--- src/rtl/multicycle_ctrl.sv ---
// Multi-cycle control FSM: sequences fetch/decode/execute/memory/writeback,
// handshakes with memory through mem_ready and flags illegal opcodes and memory timeouts.
module multicycle_ctrl #(
    parameter int OPCODE_W = 4,
    parameter int ALU_OP_W = 2,
    parameter int TIMEOUT  = 16
) (
    input  logic                clk,
    input  logic                rst,
    input  logic                run,
    input  logic [OPCODE_W-1:0] opcode,
    input  logic                mem_ready,
    output logic                pc_write,
    output logic                ir_write,
    output logic                reg_write,
    output logic                mem_to_reg,
    output logic                mem_read,
    output logic                mem_write,
    output logic                alu_src,
    output logic [ALU_OP_W-1:0] alu_op,
    output logic                instr_done,
    output logic                err,
    output logic [1:0]          err_code
);

    localparam logic [2:0] IDLE   = 3'd0;
    localparam logic [2:0] FETCH  = 3'd1;
    localparam logic [2:0] DECODE = 3'd2;
    localparam logic [2:0] EXEC   = 3'd3;
    localparam logic [2:0] ADDR   = 3'd4;
    localparam logic [2:0] MEM    = 3'd5;
    localparam logic [2:0] WB     = 3'd6;
    localparam logic [2:0] ERROR  = 3'd7;

    localparam logic [1:0] EC_NONE    = 2'b00;
    localparam logic [1:0] EC_ILLEGAL = 2'b01;
    localparam logic [1:0] EC_TIMEOUT = 2'b10;

    localparam int              CNT_W   = (TIMEOUT < 2) ? 1 : $clog2(TIMEOUT + 1);
    localparam logic [CNT_W-1:0] CNT_MAX = CNT_W'(TIMEOUT);
    localparam logic            TO_EN   = (TIMEOUT != 0);

    logic [2:0]          state;
    logic [2:0]          next_state;
    logic [OPCODE_W-1:0] opcode_q;
    logic [CNT_W-1:0]    wait_cnt;
    logic [1:0]          err_code_q;
    logic [1:0]          next_err_code;
    logic                timeout_hit;
    logic                is_load_q;
    logic [2:0]          retire_state;

    // Legal opcodes are 0..6 with every bit above [3:0] clear.
    function automatic logic op_legal(input logic [OPCODE_W-1:0] op);
        return (op <= OPCODE_W'(4'd6));
    endfunction

    function automatic logic op_is_nop(input logic [OPCODE_W-1:0] op);
        return (op == {OPCODE_W{1'b0}});
    endfunction

    function automatic logic op_is_mem(input logic [OPCODE_W-1:0] op);
        return (op == OPCODE_W'(4'd5)) || (op == OPCODE_W'(4'd6));
    endfunction

    // ALU code for register-register ops; ADD is also the address-add default.
    function automatic logic [ALU_OP_W-1:0] alu_code(input logic [3:0] op);
        logic [ALU_OP_W-1:0] code;
        case (op)
            4'b0001: code = ALU_OP_W'(2'd0);
            4'b0010: code = ALU_OP_W'(2'd1);
            4'b0011: code = ALU_OP_W'(2'd2);
            4'b0100: code = ALU_OP_W'(2'd3);
            default: code = ALU_OP_W'(2'd0);
        endcase
        return code;
    endfunction

    assign is_load_q    = (opcode_q == OPCODE_W'(4'd5));
    assign retire_state = run ? FETCH : IDLE;
    // mem_ready in the same cycle beats the timeout.
    assign timeout_hit  = TO_EN && (wait_cnt == CNT_MAX) && !mem_ready;

    // Next-state and error-code selection.
    always_comb begin
        next_state    = state;
        next_err_code = err_code_q;
        case (state)
            IDLE: begin
                if (run) next_state = FETCH;
                else     next_state = IDLE;
            end
            FETCH: begin
                if (mem_ready) begin
                    next_state = DECODE;
                end else if (timeout_hit) begin
                    next_state    = ERROR;
                    next_err_code = EC_TIMEOUT;
                end else begin
                    next_state = FETCH;
                end
            end
            DECODE: begin
                if (!op_legal(opcode)) begin
                    next_state    = ERROR;
                    next_err_code = EC_ILLEGAL;
                end else if (op_is_mem(opcode)) begin
                    next_state = ADDR;
                end else if (op_is_nop(opcode)) begin
                    next_state = retire_state;
                end else begin
                    next_state = EXEC;
                end
            end
            EXEC: next_state = WB;
            ADDR: next_state = MEM;
            MEM: begin
                if (mem_ready) begin
                    if (is_load_q) next_state = WB;
                    else           next_state = retire_state;
                end else if (timeout_hit) begin
                    next_state    = ERROR;
                    next_err_code = EC_TIMEOUT;
                end else begin
                    next_state = MEM;
                end
            end
            WB: next_state = retire_state;
            ERROR: begin
                if (run) begin
                    next_state = ERROR;
                end else begin
                    next_state    = IDLE;
                    next_err_code = EC_NONE;
                end
            end
            default: begin
                next_state    = IDLE;
                next_err_code = EC_NONE;
            end
        endcase
    end

    // State, captured opcode and error code registers.
    always_ff @(posedge clk or posedge rst) begin
        if (rst) begin
            state      <= IDLE;
            opcode_q   <= {OPCODE_W{1'b0}};
            err_code_q <= EC_NONE;
        end else begin
            state      <= next_state;
            err_code_q <= next_err_code;
            if (state == DECODE) opcode_q <= opcode;
            else                 opcode_q <= opcode_q;
        end
    end

    // Memory wait counter: counts stalled FETCH/MEM cycles, saturating at TIMEOUT.
    always_ff @(posedge clk or posedge rst) begin
        if (rst) begin
            wait_cnt <= {CNT_W{1'b0}};
        end else if ((next_state != state) || mem_ready) begin
            wait_cnt <= {CNT_W{1'b0}};
        end else if (((state == FETCH) || (state == MEM)) && (wait_cnt != CNT_MAX)) begin
            wait_cnt <= wait_cnt + CNT_W'(1'b1);
        end else begin
            wait_cnt <= wait_cnt;
        end
    end

    // Datapath control decode; only the handshake pulses look at mem_ready/opcode.
    always_comb begin
        pc_write   = 1'b0;
        ir_write   = 1'b0;
        reg_write  = 1'b0;
        mem_to_reg = 1'b0;
        mem_read   = 1'b0;
        mem_write  = 1'b0;
        alu_src    = 1'b0;
        alu_op     = {ALU_OP_W{1'b0}};
        instr_done = 1'b0;
        err        = 1'b0;
        case (state)
            FETCH: begin
                mem_read = 1'b1;
                if (mem_ready) begin
                    ir_write = 1'b1;
                    pc_write = 1'b1;
                end else begin
                    ir_write = 1'b0;
                    pc_write = 1'b0;
                end
            end
            DECODE: begin
                if (op_is_nop(opcode)) instr_done = 1'b1;
                else                   instr_done = 1'b0;
            end
            EXEC: begin
                alu_op  = alu_code(opcode_q[3:0]);
                alu_src = 1'b0;
            end
            ADDR: begin
                alu_src = 1'b1;
            end
            MEM: begin
                alu_src = 1'b1;
                if (is_load_q) mem_read = 1'b1;
                else           mem_write = 1'b1;
                if (mem_ready && !is_load_q) instr_done = 1'b1;
                else                         instr_done = 1'b0;
            end
            WB: begin
                reg_write  = 1'b1;
                instr_done = 1'b1;
                if (is_load_q) mem_to_reg = 1'b1;
                else           alu_op     = alu_code(opcode_q[3:0]);
            end
            ERROR: begin
                err = 1'b1;
            end
            default: begin
                err = 1'b0;
            end
        endcase
    end

    assign err_code = err_code_q;

endmodule

--- config.mk ---
export PLATFORM = sky130hd
export DESIGN_NAME = multicycle_ctrl
export DESIGN_NICKNAME = d
export VERILOG_FILES = /design/src/rtl/multicycle_ctrl.sv
export SDC_FILE = /design/constraint.sdc
export NUM_CORES = 1
export LEC_CHECK = 0
export ABC_AREA = 1
export BUFFER_PORTS_ARGS = -buffer_cell sky130_fd_sc_hd__buf_2
export CAP_MARGIN = 5
export CORE_ASPECT_RATIO = 0.5
export CORE_MARGIN = 5
export CORE_UTILIZATION = 27
export DETAILED_ROUTE_END_ITERATION = 12
export GPL_TIMING_DRIVEN = 0
export PLACE_DENSITY_LB_ADDON = 0.3
export REMOVE_ABC_BUFFERS = 1
export SKIP_LAST_GASP = 1
export SLEW_MARGIN = 20
export SYNTH_ARGS = -nofsm -noshare
export SYNTH_HDL_FRONTEND = slang
export SYNTH_SLANG_ARGS = --single-unit
--- constraint.sdc ---
create_clock -name clk -period 1.5 [get_ports clk]
set_input_delay 0.3 -clock clk [delete_from_list [all_inputs] [get_ports clk]]
set_output_delay 0.3 -clock clk [all_outputs]
set_load 0.05 [all_outputs]
; Word-level counts from Yosys, hierarchy flattened
; Index checks and enable logic that the tools add are counted.
; W data, S select, Z words.
[totals]
ff_bits = 14
in_bits = 8
[classes]
n_reduce_logical = 16
addsub = 1
muxes = 34
n_eq_ne = 20
order_cmp = 1
[ops]
columns = cell, n
row1 = $mux W3, 8
row2 = $pmux W3 S7, 1
row3 = $eq A4 B3 Y1 const B, 4
row4 = $eq A3 B3 Y1 const B, 4
row5 = $mux W1, 12
row6 = $mux W2, 6
row7 = $pmux W2 S3, 2
row8 = $mux W5, 2
row9 = $eq A4 B2 Y1 const B, 2
row10 = $eq A3 B2 Y1 const B, 2
row11 = $ne A2 B2 Y1 const B, 3
row12 = $reduce_or A2 Y1, 3
row13 = $add A5 B1 Y5 const B, 1
row14 = $eq A5 B5 Y1 const B, 1
row15 = $ne A5 B5 Y1 const B, 1
row16 = $reduce_and A5 Y1, 1
row17 = $le A4 B3 Y1 const B, 1
row18 = $logic_not A4 Y1, 1
row19 = $pmux W2 S2, 1
row20 = $eq A3 B1 Y1 const B, 1
row21 = $logic_and A1 B1 Y1, 3
row22 = $logic_not A3 Y1, 1
row23 = $logic_or A1 B1 Y1, 3
row24 = $ne A3 B3 Y1, 1
row25 = other kinds (6), 7

; Logic depth before layout (Yosys ltp)
; Gate-level depths: netlist of the first run.
[depth]
word_depth = 8
ltp_mapped = 11
mapped_depth_nobuf = 11

; Worst setup path before layout of the first run
; OpenSTA, ideal clock, no wires.
[synth_timing]
path_kind = register to output
start = register state[0]
end = output alu_op[0]
arrival_time_ns = 2.795
path_stages_with_launch = 6
setup_slack_ns = -1.595
path_cell_list = dfrtp_1 inv_2 nand2_2 nor2_1 inv_1 a221oi_1
[synth_between]
elab_chain_len = 2
elab_cells_between_ends = 3
classes_between = eq/ne (2) / mux (1)
[synth_lines]
columns = item, line
row1 = from (decl), 43  ; logic [2:0] state;
row2 = from (signal assigned), 151  ; state <= next_state;
row3 = $eq A3 B3 Y1 / $eq A3 B2 Y1 (equally long branches), 183  ; case (state)
row4 = $pmux W2 S2 (*), 183
row5 = to (decl), 20  ; output logic [ALU_OP_W-1:0] alu_op,
; Every way passes the cells marked *; elsewhere a longest branch is shown, timed or not.

; Worst setup path after layout of the first run
[layout_timing]
start = register state[1]
end = output alu_op[0]
; Same word-level chain as after synthesis.

==> flow_summary_export.csv, run 1 <==
group,metric,value,unit
detailed_routing,ant_nets,0,
detailed_routing,via_per_inst,4.54,
detailed_routing,dr.pass1.iters,4,
global_routing,grt_pass1_wl,5430,um
global_routing,antenna_found_initial,0,
detailed_routing,wl_per_cell,13.3,um
global_routing,grt_pass1_vias,1181,
critical_path,slowest_delay,410,ps
timing,setup_slack,-298,ps
place,placed_cells,217,
timing,setup_tns,-2610,ps
clocking,cts.path.max_buffers,2,
cells_and_area,final_cell_mix,"buf_4, nand2_1, buf_6",
critical_path,endpoint_kind,"output port",
job,cap_violations,0,
cells_and_area,finish.utilization,49.4,%
floorplanning,core-area,3840,um^2
critical_path,setup.worst_path.start_class,"register",
cells_and_area,regArea,354,um^2
floorplanning,dieArea,5350,um^2
timing,max_clock_freq,0.556,GHz
critical_path,arrival,1500,ps
critical_path,cp_max_fo,3,
cells_and_area,drive_above_1_share,61.9,%
critical_path,critPathTopFamily,"buffers and inverters",
synth,ys_types,26,
synth,synth_area,1060,um^2
place,finalWeightedCongestion,0.774,
synth,ys.warnings.count,0,
outcome,status,"finished with violations",
global_routing,overflow,0,
floorplanning,io_pins,21,
timing,post-route-period-util,120,%
critical_path,path_cells,"inv_4 -> buf_12 -> nor2_4 -> inv_2 -> a221oi_2 -> buf_6",
critical_path,critical_path_buf_inv_count,4,
detailed_routing,routed_wl,3520,um
floorplanning,dieWidth,98.6,um
synth,yosysSeqAreaShare,33.1,%
critical_path,slowest_stage,"dfrtp_2",
timing,tightest_slew,627,ps
synth,syn_inst,145,
power_and_ir_drop,power.density,2240,nW/um^2
critical_path,required,1200,ps
timing,whs,119,ps
cells_and_area,fill_cells,354,
outcome,violations,"negative setup slack",
global_routing,grt_max_degree,15,
clocking,path_clk_slew,60,ps
synth,synth.ff_latch_count,14,
place,io_buffers,20,
detailed_routing,drc,0,
cells_and_area,instances_no_fill,264,
place,placed_area,1210,um^2
critical_path,critPathKind,"reg2out",
clocking,h-tree-depth,1,
power_and_ir_drop,peakVddDrop,0.686,mV
place,dpl.hpwl,1930,um
power_and_ir_drop,p_leak,0.899,nW
clocking,clk_latency,250,ps
floorplanning,die-height,54.3,um
floorplanning,rows,16,
timing,fin_crit,1800,ps
timing,fin_skew,4.14,ps
floorplanning,start_util,27.6,%
synth,synth_area_per_cell,7.31,um^2
clocking,cts_sinks,14,
cells_and_area,finalNetCount,222,
hold_path,hold_class,"in2async",
detailed_routing,dr.first_iter.drc_count,27,
timing,relSlewSlack,58.2,%
timing,rsz0062_at_grt,"true",
cells_and_area,multi_input_area,761,um^2
cells_and_area,fin_area,1900,um^2
timing,drv_slew,0,
clocking,numCtsBuffers,3,
clocking,hold_buffers,0,
power_and_ir_drop,power,4.26,mW
cells_and_area,layout_commonest_cell,"buf_4",
timing,hold_viol,0,
detailed_routing,vias,1198,
cells_and_area,diodes,0,
timing,setup_violations,18,
clocking,cts_tree,"done",
cells_and_area,area_growth,79.3,%
global_routing,track_usage,12.9,%
place,dp_worst_setup_slack,-406,ps
clocking,cts-root-buf,"clkbuf_8",
==> what timing repair did <==
action                                  CTS  global route
setup buffers                            33            11
pin swaps                                18            18
resized for setup                        67            30
endpoints found under the setup margin   18            18
gates cloned                              0             0
==> metal layers <==
layer  vias up  share of wire, %  global-route usage [%]
li1        596                 -                       -
met1       572                44                    14.4
met2        22                51                    26.1
met3         8               3.1                    2.67
met4         0               2.4                    2.49
met5         -                 0                       0
==> registers in the layout, indices dropped and copies added, names as in the netlist <==
signal,cells
err_code,2
wait_cnt,5
state,3
opcode_q,4
==> cells by family (layout without fill, tap and decap cells) <==
logic type	after synthesis	in the layout	share of synthesized area (%)
adder cells (fa/ha/maj)	2	2	2.36
XOR/XNOR	4	4	3.31
AO/OA/AOI/OAI	18	18	10.0
AND/OR/NAND/NOR	78	78	39.7
flip-flops	14	14	33.1
buffers and inverters	29	94	11.6
==> final timing paths <==
kind,to,slack (ps),cells after the start,start
max,alu_op[0],-300,6,state[1]
max in group asynchronous,state[0],940,2,rst
max reg2reg,wait_cnt[3],-170,9,state[1]
min reg2reg,err_code[0],490,2,err_code[0]
min,opcode_q[0],120,2,rst
min in group clk,opcode_q[1],310,3,opcode[1]
==> power breakdown <==
group / leakage, nW / switching (mW) / internal, mW
sequential: 0.177 / 0.143 / 0.521
combinational: 0.700 / 1.83 / 1.44
clock: 0.0216 / 0.145 / 0.178
total: 0.899 / 2.12 / 2.14
==> cells in the mapped netlist (all sizes together) <==
library cell / n / share of area (%)
nand2: 36 / 16
o21ai: 11 / 5.2
nor4: 1 / 1.2
inv: 27 / 9.6
a221oi: 1 / 0.83
nand4: 6 / 4.1
dfrtp: 14 / 33
o31ai: 1 / 0.71
nor2: 25 / 12
buf: 1 / 0.71
o221ai: 2 / 1.7
nand3: 10 / 6.8
ha: 2 / 2.4
o21a: 1 / 0.71
a21oi: 2 / 0.94
clkbuf: 1 / 1.3
xnor2: 1 / 0.83
xor2: 3 / 2.5
==> final cells by class <==
class,count,area share (%)
multi-input combinational,102,40.0
tap,54,3.55
timing repair buffer,64,29.9
inverter,27,5.73
clock buffer,3,2.17
sequential,14,18.6
(Power assumes the default switching activity.)
==> run 2, diff against run 1 <==
--- a/config.mk
+++ b/config.mk
@@ -8,6 +8,8 @@
 export ABC_AREA = 1
 export BUFFER_PORTS_ARGS = -buffer_cell sky130_fd_sc_hd__buf_2
 export CAP_MARGIN = 5
+export CELL_PAD_IN_SITES_DETAIL_PLACEMENT = 1
+export CELL_PAD_IN_SITES_GLOBAL_PLACEMENT = 1
 export CORE_ASPECT_RATIO = 0.5
 export CORE_MARGIN = 5
 export CORE_UTILIZATION = 27
==> run 2 against run 1 <==
Compared with the run above:
- the run still ends with negative setup slack left
- wire length increased by 28%
- global-route usage is 0.55 points higher
- utilization shrank 3.0 points
- register-to-register slack lost 140 ps
- sequential power barely moved
- final area decreased by 6.1%
- critical endpoint unchanged
- largest power group unchanged
- via count rose by 3.6%
- combinational power down 3%
- hold slack got worse by 21 ps
- largest cell class unchanged
==> flow_summary_export.csv, run 2 (synthesized netlist as in run 1, its figures left out) <==
group,metric,value,unit
power_and_ir_drop,power.density,2360,nW/um^2
timing,hold_viol,0,
place,finalWeightedCongestion,0.760,
floorplanning,io_pins,21,
outcome,status,"finished with violations",
global_routing,grt_max_degree,15,
critical_path,critPathKind,"reg2out",
critical_path,endpoint_kind,"output port",
place,dpl.hpwl,2290,um
critical_path,cpMostUsedCell,"inv_2",
critical_path,r2r_end,"wait_cnt[3]",
clocking,numCtsBuffers,3,
job,cap_violations,0,
critical_path,reg2reg_depth,11,
floorplanning,start_util,27.6,%
cells_and_area,layout_commonest_cell,"buf_4",
outcome,violations,"negative setup slack",
critical_path,cp_max_fo,4,
floorplanning,dieArea,5350,um^2
timing,setup_violations,20,
clocking,cts-root-buf,"clkbuf_8",
cells_and_area,regArea,354,um^2
place,placed_area,1210,um^2
cells_and_area,drive_above_1_share,56.8,%
place,io_buffers,20,
clocking,clk_latency,250,ps
critical_path,reg2reg_slack,-310,ps
timing,max_clock_freq,0.533,GHz
global_routing,overflow,0,
cells_and_area,regMostFlops,"wait_cnt",
critical_path,path_cells,"inv_2 -> nand2_4 -> nor2_4 -> inv_2 -> a221oi_4 -> buf_6",
cells_and_area,diodes,0,
cells_and_area,fill_cells,480,
cells_and_area,multi_input_area,719,um^2
timing,tightest_slew,570,ps
clocking,cts_tree,"done",
timing,fin_crit,1880,ps
critical_path,arrival,1580,ps
timing,relSlewSlack,62.0,%
clocking,path_clk_slew,60,ps
critical_path,critPathTopFamily,"flip-flops",
critical_path,setup.worst_path.start,"state[0]",
cells_and_area,fin_area,1790,um^2
timing,drv_slew,0,
clocking,h-tree-depth,1,
power_and_ir_drop,peakVddDrop,0.779,mV
clocking,hold_buffers,0,
detailed_routing,via_per_inst,4.77,
detailed_routing,routed_wl,4490,um
timing,post-route-period-util,125,%
cells_and_area,finalNetCount,217,
clocking,cts.path.max_buffers,2,
global_routing,grt_pass1_vias,1170,
timing,rsz0062_at_grt,"true",
floorplanning,die-height,54.3,um
critical_path,required,1200,ps
global_routing,grt_pass1_wl,5570,um
place,dp_worst_setup_slack,-552,ps
cells_and_area,area_growth,68.5,%
critical_path,setup.worst_path.start_class,"register",
cells_and_area,final_cell_mix,"buf_4, nand2_1, inv_1",
global_routing,track_usage,13.4,%
detailed_routing,dr.first_iter.drc_count,79,
critical_path,slowest_delay,450,ps
detailed_routing,vias,1241,
timing,setup_slack,-377,ps
timing,fin_skew,1.01,ps
hold_path,hold_class,"in2async",
detailed_routing,drc,0,
cells_and_area,largest_register_ffs,5,
detailed_routing,ant_nets,0,
critical_path,critical_path_buf_inv_count,3,
cells_and_area,reg_top3,"wait_cnt: 5 flops, opcode_q: 4 flops, state: 3 flops",
critical_path,slowest_stage,"dfrtp_2",
floorplanning,core-area,3840,um^2
detailed_routing,dr.pass1.iters,4,
detailed_routing,wl_per_cell,17.3,um
clocking,cts_sinks,14,
critical_path,r2r-start,"state[1]",
floorplanning,dieWidth,98.6,um
global_routing,antenna_found_initial,0,
floorplanning,rows,16,
power_and_ir_drop,p_leak,0.879,nW
## run 2: cell types whose count changed in the layout (fill, tap and decap cells not counted), sizes merged
cell / delta
buf: -5
clkbuf: +1
## run 2: worst max path at each step
| stage | end | cells after the start | slack, ps |
|---|---|---|---|
| floorplan | alu_op[0] | 4 | -1630 |
| global route | alu_op[0] | 6 | -450 |
| CTS | alu_op[0] | 6 | -330 |
| global placement | alu_op[0] | 5 | -530 |
| detailed placement | alu_op[0] | 5 | -550 |
| finish | alu_op[0] | 6 | -380 |
## run 2: routing by layer
metal  vias to the layer above  routed length, um  global-route usage (%)
met3                        15                201                    3.69
li1                        582                  -                       -
met4                         0                131                   0.680
met5                         -                  0                       0
met2                        31               2320                    27.9
met1                       613               1840                    14.7
## run 2: cell type report
cell class                      count  area share (%)
Multi-Input combinational cell    102            40.3
Timing Repair Buffer               59            27.0
Sequential cell                    14            19.8
Inverter                           27            5.96
Tap cell                           54            3.78
Clock buffer                        4            3.08
## run 2: metrics by stage
stage / TNS [ps] / util [%] / std cells / total power, mW / hold WS (ps)
floorplan: -7080 / - / 143 / 2.04 / 189
global route: -6190 / 46.5 / 260 / 4.46 / 152
CTS: -2960 / 40.3 / 240 / 3.45 / 123
global placement: -2380 / 31.4 / 217 / 2.39 / 384
finish: -4730 / 46.5 / 260 / 4.21 / 98.0
detailed placement: -2600 / 31.4 / 217 / 2.43 / 391
## run 2: where the power goes
part	leakage (nW)	internal (mW)	switching, mW
sequential	0.177	0.521	0.147
clock	0.0288	0.233	0.141
combinational	0.674	1.27	1.89
total	0.879	2.03	2.18
## run 2: repair_timing
action,in CTS,in global routing
endpoints found under the hold margin,0,0
pin swaps,11,10
resized for setup,49,26
buffers inserted,19,21
setup endpoints to repair,18,22
## run 2: worst register-to-register path, cell delays in order (launching register included)
cell and delay (ps):
dfrtp_2 450, buf_4 160, buf_4 140, nand2_1 50, inv_1 50, a21oi_1 240
nand2_2 100, nand2_2 100, nand4_1 130, nand2_2 120, nand3_4 100, nor2_1 100
==> run 3, diff against run 2 <==
--- a/config.mk
+++ b/config.mk
@@ -8,8 +8,8 @@
 export ABC_AREA = 1
 export BUFFER_PORTS_ARGS = -buffer_cell sky130_fd_sc_hd__buf_2
 export CAP_MARGIN = 5
-export CELL_PAD_IN_SITES_DETAIL_PLACEMENT = 1
-export CELL_PAD_IN_SITES_GLOBAL_PLACEMENT = 1
+export CELL_PAD_IN_SITES_DETAIL_PLACEMENT = 2
+export CELL_PAD_IN_SITES_GLOBAL_PLACEMENT = 2
 export CORE_ASPECT_RATIO = 0.5
 export CORE_MARGIN = 5
 export CORE_UTILIZATION = 27
==> run 3 against run 2 <==
Compared with the run above:
- clock skew about the same
- the flow still finishes with violations (negative setup slack)
- sequential cell count unchanged
- critical endpoint unchanged
- critical path depth up 1
- wire length up 55%
- largest power group unchanged
- highest routed layer unchanged
- non-clock buffer count up 9
==> flow_summary_export.csv, run 3 (synthesized netlist as in run 1, its figures left out) <==
group,metric,value,unit
outcome,status,"finished with violations",
outcome,violations,"negative setup slack",
global_routing,top_usage_layer,"met2",
clocking,hold_buffers,0,
critical_path,endpoint_kind,"output port",
job,cap_violations,0,
clocking,h-tree-depth,1,
critical_path,path_cells,"inv_1 -> nor2_2 -> inv_1 -> nor2_2 -> inv_2 -> a221oi_2 -> buf_6",
place,dpl.hpwl,2570,um
global_routing,grtUsageMet1,20.8,%
place,io_buffers,20,
timing,post-route-period-util,130,%
detailed_routing,dr.first_iter.drc_count,47,
clocking,numCtsBuffers,3,
timing,rsz0062_at_grt,"true",
cells_and_area,diodes,0,
cells_and_area,regArea,355,um^2
power_and_ir_drop,pwr-share-comb,77.8,%
clocking,cts.path.max_buffers,2,
global_routing,grt_pass1_wl,7760,um
global_routing,antenna_found_initial,0,
power_and_ir_drop,power.density,2490,nW/um^2
global_routing,track_usage,19.8,%
floorplanning,io_pins,21,
critical_path,slowest_delay,370,ps
critical_path,worstSetupPathDepth,7,
cells_and_area,finish.utilization,52.7,%
cells_and_area,largest_register_ffs,5,
critical_path,slowest_stage,"dfrtp_1",
timing,fin_crit,1950,ps
clocking,cts_tree,"done",
critical_path,arrival,1650,ps
critical_path,setup.worst_path.start_class,"register",
cells_and_area,fill_cells,417,
cells_and_area,regMostFlops,"wait_cnt",
cells_and_area,area_growth,91.0,%
floorplanning,die-height,54.3,um
cells_and_area,fin_area,2020,um^2
global_routing,overflow,0,
cells_and_area,final_cell_mix,"buf_4, nand2_1, inv_1, buf_6, nor2_4",
cells_and_area,finalNetCount,226,
timing,setup_violations,19,
cells_and_area,reg_top3,"wait_cnt: 5 flops, opcode_q: 4 flops, state: 3 flops",
place,placed_area,1210,um^2
timing,hold_viol,0,
global_routing,met2_usage,38.1,%
cells_and_area,multi_input_area,838,um^2
detailed_routing,routed_wl,6940,um
hold_path,hold_class,"in2async",
place,finalWeightedCongestion,0.738,
critical_path,required,1200,ps
critical_path,critPathTopFamily,"buffers and inverters",
detailed_routing,via_per_inst,5.04,
timing,drv_slew,0,
floorplanning,start_util,27.6,%
detailed_routing,drc,0,
floorplanning,dieArea,5350,um^2
timing,setup_slack,-449,ps
power_and_ir_drop,peakVddDrop,1.19,mV
clocking,cts_sinks,14,
power_and_ir_drop,swShare,54.5,%
detailed_routing,wl_per_cell,25.8,um
critical_path,cp_max_fo,2,
timing,max_clock_freq,0.513,GHz
timing,relSlewSlack,59.0,%
floorplanning,rows,16,
cells_and_area,layout_commonest_cell,"buf_4",
power_and_ir_drop,p_int,2.29,mW
global_routing,met3_usage,5.73,%
floorplanning,core-area,3840,um^2
detailed_routing,ant_nets,0,
power_and_ir_drop,power_switching,2.74,mW
clocking,clk_latency,270,ps
cells_and_area,drive_above_1_share,66.5,%
global_routing,grt_pass1_vias,1470,
floorplanning,dieWidth,98.6,um
power_and_ir_drop,p_seq_share,14.0,%
timing,tightest_slew,614,ps
power_and_ir_drop,pwr-share-clk,8.2,%
critical_path,reg2reg_depth,6,
clocking,cts-root-buf,"clkbuf_8",
critical_path,critical_path_buf_inv_count,4,
power_and_ir_drop,p_leak,0.947,nW
timing,fin_skew,1.23,ps
global_routing,grt_max_degree,15,
critical_path,critPathKind,"reg2out",
detailed_routing,dr.pass1.iters,4,
detailed_routing,vias,1357,
clocking,path_clk_slew,70,ps
[run 3: cell count changes in the layout (fill, tap and decap cells not counted), moves of 3 or more]
cell	previous run	this run
buf_4	36	40
inv_4	2	6
buf_6	10	13
buf_8	2	5
inv_2	10	7
nand2_1	23	20
nand2_4	3	6
nor2_1	9	6
o21ai_0	7	4
[run 3: routing by layer]
layer | vias to the layer above | share of wire (%)
met5 | - | 0
met4 | 0 | 2.9
met3 | 22 | 4.4
met2 | 47 | 48
met1 | 690 | 44
li1 | 598 | -
[run 3: area by class of cell]
type / instances / area share, %
sequential: 14 / 17.6
inverter: 27 / 6.00
timing repair buffer: 68 / 29.0
multi-input combinational: 102 / 41.4
clock buffer: 4 / 2.72
tap: 54 / 3.34
[run 3: power by group through the flow]
stage / registers, mW / logic [mW] / clock network (mW)
after floorplan: 0.740 / 1.30 / 0
after global placement: 0.684 / 1.72 / 0
after detailed placement: 0.688 / 1.77 / 0
after CTS: 0.651 / 2.82 / 0.399
after global routing: 0.717 / 4.08 / 0.434
final: 0.705 / 3.92 / 0.410
[run 3: worst register-to-register path: cells and delay by family, from the launching register on]
family	cells	cell delay (ps)
adder cells (fa/ha/maj)	1	130
AND/OR/NAND/NOR	2	600
buffers and inverters	1	90
flip-flops	1	400
AO/OA/AOI/OAI	2	610
[run 3: stage by stage]
stage | std cells | hold slack (ps) | TNS (ps) | power, mW | setup slack [ps]
global placement | 217 | 387 | -2300 | 2.40 | -452
global route | 269 | 142 | -6860 | 5.23 | -531
floorplan | 143 | 189 | -7080 | 2.04 | -1630
finish | 269 | 117 | -5630 | 5.03 | -449
detailed placement | 217 | 406 | -3080 | 2.45 | -542
CTS | 252 | 128 | -3840 | 3.87 | -330
[run 3: final timing paths]
check | startpoint | slack, ps | to
worst max register to register | wait_cnt[0] | -430 | err_code[0]
worst max-delay path | opcode_q[2] | -450 | alu_op[0]
worst min register to register | err_code[0] | 570 | err_code[0]
worst min-delay path | rst | 120 | err_code[1]
min in group clk | opcode[0] | 340 | opcode_q[0]
max in group asynchronous | rst | 950 | state[1]
[run 3: what timing repair did]
action | CTS | global route
pin swaps | 24 | 25
setup buffers | 31 | 19
endpoints found under the setup margin | 18 | 22
gates cloned | 0 | 0
gates resized for setup | 68 | 52
